$ cat src/rtl/vga_coord_gen.sv
// VGA raster coordinate generator: pixel/line counters with registered sync, active and
// frame flags that always describe the coordinate pair presented in the same cycle.
module vga_coord_gen #(
  parameter int unsigned H_VISIBLE = 1280,
  parameter int unsigned H_FP      = 48,
  parameter int unsigned H_SYNC    = 112,
  parameter int unsigned H_BP      = 248,
  parameter int unsigned V_VISIBLE = 1024,
  parameter int unsigned V_FP      = 1,
  parameter int unsigned V_SYNC    = 3,
  parameter int unsigned V_BP      = 38,
  parameter bit          SYNC_POL  = 1'b1
) (
  input  logic        CLK_VGA,
  input  logic        RESET,
  input  logic        PIX_EN,
  output logic [11:0] VGA_horzCoord,
  output logic [11:0] VGA_vertCoord,
  output logic        VGA_HS,
  output logic        VGA_VS,
  output logic        VGA_active,
  output logic        FRAME_START,
  output logic [7:0]  FRAME_COUNT
);

  localparam int unsigned H_TOTAL = H_VISIBLE + H_FP + H_SYNC + H_BP;
  localparam int unsigned V_TOTAL = V_VISIBLE + V_FP + V_SYNC + V_BP;

  localparam logic [11:0] H_LAST     = 12'(H_TOTAL - 1);
  localparam logic [11:0] V_LAST     = 12'(V_TOTAL - 1);
  localparam logic [11:0] H_VIS      = 12'(H_VISIBLE);
  localparam logic [11:0] V_VIS      = 12'(V_VISIBLE);
  localparam logic [11:0] HS_START   = 12'(H_VISIBLE + H_FP);
  localparam logic [11:0] HS_END     = 12'(H_VISIBLE + H_FP + H_SYNC);
  localparam logic [11:0] VS_START   = 12'(V_VISIBLE + V_FP);
  localparam logic [11:0] VS_END     = 12'(V_VISIBLE + V_FP + V_SYNC);

  logic [11:0] horz_d;
  logic [11:0] vert_d;
  logic        frame_wrap;
  logic        in_hsync;
  logic        in_vsync;
  logic        active_d;

  always_comb begin
    horz_d     = VGA_horzCoord;
    vert_d     = VGA_vertCoord;
    frame_wrap = 1'b0;
    if (PIX_EN) begin
      // >= rather than == so an out-of-range count can never run past the last column/line
      if (VGA_horzCoord >= H_LAST) begin
        horz_d = '0;
        if (VGA_vertCoord >= V_LAST) begin
          vert_d     = '0;
          frame_wrap = 1'b1;
        end else begin
          vert_d = VGA_vertCoord + 12'd1;
        end
      end else begin
        horz_d = VGA_horzCoord + 12'd1;
      end
    end
  end

  // Flags are decoded from the next coordinates so they register alongside them.
  always_comb begin
    in_hsync = (horz_d >= HS_START) && (horz_d < HS_END);
    in_vsync = (vert_d >= VS_START) && (vert_d < VS_END);
    active_d = (horz_d < H_VIS) && (vert_d < V_VIS);
  end

  always_ff @(posedge CLK_VGA or posedge RESET) begin
    if (RESET) begin
      VGA_horzCoord <= '0;
      VGA_vertCoord <= '0;
      VGA_HS        <= ~SYNC_POL;
      VGA_VS        <= ~SYNC_POL;
      VGA_active    <= 1'b1;
      FRAME_START   <= 1'b0;
      FRAME_COUNT   <= '0;
    end else begin
      VGA_horzCoord <= horz_d;
      VGA_vertCoord <= vert_d;
      VGA_HS        <= in_hsync ? SYNC_POL : ~SYNC_POL;
      VGA_VS        <= in_vsync ? SYNC_POL : ~SYNC_POL;
      VGA_active    <= active_d;
      FRAME_START   <= frame_wrap;
      if (frame_wrap) begin
        FRAME_COUNT <= FRAME_COUNT + 8'd1;
      end
    end
  end

endmodule

$ cat config.mk
export PLATFORM = sky130hd
export DESIGN_NAME = vga_coord_gen
export DESIGN_NICKNAME = d
export VERILOG_FILES = /design/src/rtl/vga_coord_gen.sv
export SDC_FILE = /design/constraint.sdc
export NUM_CORES = 1
export LEC_CHECK = 0
export ABC_AREA = 0
export BUFFER_PORTS_ARGS = -buffer_cell sky130_fd_sc_hd__buf_2
export CAP_MARGIN = 20
export CORE_MARGIN = 1
export CORE_UTILIZATION = 40
export CTS_CLUSTER_SIZE = 12
export DETAILED_ROUTE_END_ITERATION = 7
export PLACE_DENSITY = 0.6
export SLEW_MARGIN = 25
export SYNTH_ARGS = -nofsm -noshare
export SYNTH_HDL_FRONTEND = slang
export SYNTH_SLANG_ARGS = --single-unit
$ cat constraint.sdc
create_clock -name CLK_VGA -period 2.6 [get_ports CLK_VGA]
set_input_delay 0.52 -clock CLK_VGA [delete_from_list [all_inputs] [get_ports CLK_VGA]]
set_output_delay 0.52 -clock CLK_VGA [all_outputs]
set_load 0.005 [all_outputs]
==> results of run 1 <==
sequential cells by signal, indices dropped and copies added (netlist names):
name           count
VGA_horzCoord     12
FRAME_COUNT        8
VGA_active         1
VGA_HS             1
VGA_VS             1
VGA_vertCoord     12
FRAME_START        1
routing by layer:
metal	GRT usage [%]	vias up	part of all wire (%)
met2	28.2	40	46
met3	3.75	6	3.8
li1	-	814	-
met4	7.41	0	1.5
met1	23.2	780	48
met5	0	-	0
area by class of cell:
type | count | area [um^2] | share of cell area, %
Tap cell | 67 | 83.8 | 3.58
Timing Repair Buffer | 42 | 220 | 9.42
Sequential cell | 36 | 902 | 38.6
Clock buffer | 6 | 72.6 | 3.10
Clock inverter | 2 | 35.0 | 1.50
Inverter | 5 | 18.8 | 0.803
Multi-Input combinational cell | 153 | 1010 | 43.0
layout by cell type, fill, tap and decap left out, types with 4 or more instances in the layout:
master	n
nand3_1	9
nand2_1	17
nor3_1	6
nand4_1	12
buf_2	38
o21ai_0	9
ha_1	5
buf_4	4
dfrtp_1	35
clkbuf_8	5
nor2_1	21
xnor2_1	11
and3_1	7
xor2_1	9
a21oi_1	6
inv_1	5
power by group:
group / internal, uW / switching, uW
sequential: 616 / 90.4
clock: 284 / 196
combinational: 117 / 129
critical path, delay by kind of cell, from the launching register on:
kind | cells | cell delay, ns
adder cells (fa/ha/maj) | 1 | 0.29
AND/OR/NAND/NOR | 2 | 0.34
AO/OA/AOI/OAI | 4 | 1.13
flip-flops | 1 | 0.43
through the flow:
stage | std cells | cell area [um^2]
floorplan | 201 | 1960
global placement | 303 | 2230
detailed placement | 303 | 2230
CTS | 311 | 2340
global route | 311 | 2340
finish | 311 | 2340
cell families after synthesis:
family	synth area share, %
AOI/OAI and AO/OA	14.3
and+or+nand+nor	23.7
muxes	1.08
buffers and inverters	2.80
adders and majority gates	3.19
DFF	46.0
xor gates and xnor gates	8.92
path summary, 6_finish.rpt:
path | from | endpoint | slack [ns]
setup / recovery | VGA_horzCoord[0]$_DFF_PP0_ | VGA_VS$_DFF_PP0_ | 0.34
hold / removal | RESET | VGA_vertCoord[11]$_DFF_PP0_ | 0.31
setup reg to reg | VGA_horzCoord[0]$_DFF_PP0_ | VGA_VS$_DFF_PP0_ | 0.34
hold reg to reg | FRAME_COUNT[7]$_DFFE_PP0P_ | FRAME_COUNT[7]$_DFFE_PP0P_ | 0.47
max in group asynchronous | RESET | VGA_active$_DFF_PP1_ | 1.93
min in group CLK_VGA | FRAME_COUNT[7]$_DFFE_PP0P_ | FRAME_COUNT[7]$_DFFE_PP0P_ | 0.47
==> flow_summary.json, run 1 <==
{
  "remaining_drc_errors": 0,
  "final_net_count": 251,
  "wl_per_cell_um": 13.5,
  "r2r_cells": 7,
  "syn_area_per_cell_um2": 9.77,
  "period_minus_slack_ns": 2.26,
  "ys.flop_type": "dfrtp_1",
  "die_area_um2": 5190,
  "ant_nets": 0,
  "seq_area_frac_synth_pct": 46.0,
  "finalHoldViolCount": 0,
  "rows": 25,
  "synth_cells": 201,
  "fin_worst_skew_ns": 0.00871,
  "path_clk_slew_ns": 0.08,
  "synth_cell_types": 49,
  "first_pass_iters": 4,
  "die_w_um": 72.1,
  "synth_area_um2": 1960,
  "post-cts-setup-buffers": 0,
  "grt_start_max_net_pins": 37,
  "dp_hpwl_um": 3010,
  "pre_cts_slack_ns": 0.304,
  "ys_warn_count": 0,
  "cts_resized": 0,
  "grt_pass1_vias": 1500,
  "end_kind": "register",
  "powerDensity_nw_per_um2": 613,
  "min_path_type": "in2async",
  "finalPower_uw": 1430,
  "synth_most_common_cell": "dfrtp_1",
  "cts_made_buffers": 5,
  "gp_congestion": 0.858,
  "core_um2": 4720,
  "required_ns": 2.81,
  "worstPathArrival_ns": 2.47,
  "drt-total-wl_um": 4210,
  "ctsRootBufferMaster": "clkbuf_8",
  "overflow": 0,
  "clock-sinks": 36,
  "synth.top_cell.area_share_pct": 44.6,
  "start_util_pct": 41.6,
  "setup_tns_ns": 0,
  "finalCoreUtilization_pct": 49.5,
  "power_leakage_uw": 0.00112,
  "critPathLaunchType": "register",
  "tightest_slew_ns": 0.557,
  "vias": 1640,
  "cts_buffer_depth": 2,
  "cts_hold_buf": 0,
  "antenna_found_initial": 0,
  "antennaDiodeCount": 0,
  "ios": 39,
  "clk_latency_ns": 0.29,
  "crit_type": "reg2reg",
  "yosysTopAreaCell": "dfrtp_1",
  "htree_levels": 2,
  "synth_enable_flop_cells": 0,
  "rsz0062_at_grt": "false",
  "synthArstFlopShare_pct": 100,
  "yosys-top-cells-count": "dfrtp_1 (35), nor2_1 (21), nand2_1 (17)",
  "drv_cap": 0,
  "max_freq_mhz": 443,
  "fin_crit_sh_pct": 86.9,
  "portBuffers": 38,
  "path_max_fanout": 8,
  "fill_cells": 438,
  "drv_slew": 0,
  "yosys-top-cells-area": "dfrtp_1 (45%), xnor2_1 (4.9%), nor2_1 (4.0%)",
  "vias_per_cell": 5.27,
  "hold_slack_ns": 0.314,
  "finalSetupViolCount": 0,
  "critPathSlowestCell": "dfrtp_1",
  "drt-initial-drc-count": 112,
  "die_y_um": 72.1,
  "synth_seq_cells": 36,
  "cp_cell_sequence": "ha_1, nand3_1, a21oi_1, nor2_1, a22o_1, a2111o_1, a211oi_2",
  "drive_gt1_share_pct": 25.0,
  "grt_pass1_wl_um": 7040,
  "synthToLayoutAreaGrowth_pct": 19.1,
  "synth.net_count": 209,
  "cts_tree": "built",
  "layout_setup_ws_ns": 0.341,
  "slowest_delay_ns": 0.43,
  "max-vdd-ir-drop_v": 0.000493,
  "max_slew_margin_pct": 62.7,
  "grt_usage_pct": 17.6,
  "outcome": "completed"
}
(Power assumes the default switching activity.)
==> inputs of run 2 (changes only) <==
--- a/config.mk
+++ b/config.mk
@@ -9,10 +9,11 @@
 export BUFFER_PORTS_ARGS = -buffer_cell sky130_fd_sc_hd__buf_2
 export CAP_MARGIN = 20
 export CORE_MARGIN = 1
-export CORE_UTILIZATION = 40
+export CORE_UTILIZATION = 54
 export CTS_CLUSTER_SIZE = 12
 export DETAILED_ROUTE_END_ITERATION = 7
-export PLACE_DENSITY = 0.6
+export PLACE_DENSITY = 0.77
+export REMOVE_ABC_BUFFERS = 1
 export SLEW_MARGIN = 25
 export SYNTH_ARGS = -nofsm -noshare
 export SYNTH_HDL_FRONTEND = slang
==> run 2 against run 1 <==
Compared with the run above: fmax decreased by 2.1%; clock skew increased by 0.00064 ns; largest cell class unchanged; die area down 25%; critical endpoint unchanged; register-to-register slack got worse by 0.05 ns; combinational power rose by 2%; cell area fell by 3.0%; sequential power about the same; total power decreased by 11%; final cell count down 6.8%; wire length fell by 1.9%.
==> flow_summary.json, run 2 (synthesized netlist as in run 1, its figures left out) <==
{
  "die_area_um2": 3880,
  "wl_per_cell_um": 14.2,
  "layout_commonest_cell": "buf_2",
  "antenna_found_initial": 0,
  "grt_pass1_vias": 1657,
  "vias": 1632,
  "start_util_pct": 57.5,
  "finalHoldViolCount": 0,
  "rsz0062_at_grt": "false",
  "dpl_cell_area_um2": 2200,
  "drt-total-wl_um": 4130,
  "grt_usage_pct": 24.7,
  "tightest_slew_ns": 0.580,
  "core_um2": 3420,
  "ctsRootBufferMaster": "clkbuf_4",
  "cts_resized": 0,
  "fin_worst_skew_ns": 0.00935,
  "max_freq_mhz": 433,
  "mostFrequentLayoutCells": "buf_2 (38), dfrtp_1 (35), nor2_1 (21), nand2_1 (17), nand4_1 (12)",
  "slowest_delay_ns": 0.45,
  "die_y_um": 62.3,
  "grtUsageMet2_pct": 40.8,
  "synthToLayoutAreaGrowth_pct": 15.5,
  "max_slew_margin_pct": 61.2,
  "cp.buffers_inverters": 0,
  "antennaDiodeCount": 0,
  "pwr-share-comb_pct": 19.7,
  "first_pass_iters": 4,
  "pwr-share-seq_pct": 55.1,
  "clock-sinks": 36,
  "hold_slack_ns": 0.246,
  "htree_levels": 2,
  "gp_congestion": 0.970,
  "drt-initial-drc-count": 102,
  "period_minus_slack_ns": 2.31,
  "drv_slew": 0,
  "power_leakage_uw": 0.00110,
  "cts_made_buffers": 5,
  "vias_per_cell": 5.63,
  "ios": 39,
  "intPower_uw": 865,
  "max-vdd-ir-drop_v": 0.000512,
  "grt.busiest_layer": "met2",
  "required_ns": 2.87,
  "drv_cap": 0,
  "ant_nets": 0,
  "remaining_drc_errors": 0,
  "path_clk_slew_ns": 0.11,
  "powerDensity_nw_per_um2": 565,
  "cp_cell_sequence": "ha_1, nand3_1, a21oi_1, nor2_1, a22o_1, a2111o_1, a211oi_2",
  "outcome": "completed",
  "layout_setup_ws_ns": 0.292,
  "post-cts-setup-buffers": 0,
  "clk_latency_ns": 0.35,
  "top_regs": "VGA_horzCoord (12), VGA_vertCoord (12), FRAME_COUNT (8)",
  "portBuffers": 38,
  "clkPwrFrac_pct": 25.2,
  "finalSetupViolCount": 0,
  "final_net_count": 251,
  "use_met3_pct": 6.43,
  "min_path_type": "in2async",
  "p_sw_uw": 415,
  "grt_pass1_wl_um": 7600,
  "cts_tree": "built",
  "fin_crit_sh_pct": 88.8,
  "fill_cells": 273,
  "critPathSlowestCell": "dfrtp_1",
  "overflow": 0,
  "cpLargestDelayFamily": "compound AO/OA/AOI/OAI gates",
  "end_kind": "register",
  "dp_hpwl_um": 3030,
  "use_met1_pct": 31.9,
  "swShare_pct": 32.4,
  "critPathLaunchType": "register",
  "cts_buffer_depth": 2,
  "worstPathArrival_ns": 2.57,
  "crit_type": "reg2reg",
  "pre_cts_slack_ns": 0.324,
  "fin_area_um2": 2270,
  "drive_gt1_share_pct": 25.0,
  "rows": 21,
  "die_w_um": 62.3,
  "grt_start_max_net_pins": 37,
  "setup_tns_ns": 0,
  "cts_hold_buf": 0,
  "finalCoreUtilization_pct": 66.4,
  "path_max_fanout": 8
}
run 2: per-layer routing:
| layer | up-vias | part of all wire (%) |
|---|---|---|
| met1 | 782 | 45 |
| met3 | 6 | 4.2 |
| li1 | 809 | - |
| met5 | - | 0 |
| met4 | 0 | 1.3 |
| met2 | 35 | 50 |
run 2: final timing paths:
check | startpoint | end | slack, ns | cells past startpoint
hold / removal | RESET | FRAME_COUNT[7]$_DFFE_PP0P_ | 0.25 | 3
setup / recovery | VGA_horzCoord[0]$_DFF_PP0_ | VGA_VS$_DFF_PP0_ | 0.29 | 7
setup reg to reg | VGA_horzCoord[0]$_DFF_PP0_ | VGA_VS$_DFF_PP0_ | 0.29 | 7
max in group asynchronous | RESET | VGA_active$_DFF_PP1_ | 2.02 | 3
hold reg to reg | FRAME_COUNT[7]$_DFFE_PP0P_ | FRAME_COUNT[7]$_DFFE_PP0P_ | 0.48 | 1
min in group CLK_VGA | FRAME_COUNT[7]$_DFFE_PP0P_ | FRAME_COUNT[7]$_DFFE_PP0P_ | 0.48 | 1
run 2: worst register-to-register path, stage by stage, from the launching register on:
cell and delay, ns:
dfrtp_1 0.45, ha_1 0.30, nand3_1 0.13, a21oi_1 0.28
nor2_1 0.22, a22o_1 0.29, a2111o_1 0.40, a211oi_2 0.16
run 2: area by class of cell:
class	count	area, um^2	share of cell area [%]
Multi-Input combinational cell	153	1010	44.4
Tap cell	46	57.6	2.54
Sequential cell	36	902	39.8
Inverter	5	18.8	0.828
Timing Repair Buffer	42	220	9.71
Clock inverter	1	7.51	0.331
Clock buffer	7	55.1	2.43
run 2: through the flow:
| stage | instances | power [uW] |
|---|---|---|
| global route | 290 | 1370 |
| CTS | 290 | 1290 |
| finish | 290 | 1280 |
| detailed placement | 282 | 969 |
| floorplan | 194 | 860 |
| global placement | 282 | 955 |
run 2: power by group through the flow:
stage / sequential [uW] / clock (uW) / combinational, uW
2_1_floorplan: 703 / 0 / 157
3_3_place_gp: 711 / 0 / 244
3_5_place_dp: 715 / 0 / 254
4_1_cts: 704 / 333 / 256
5_1_grt: 718 / 360 / 290
6_report: 705 / 323 / 252
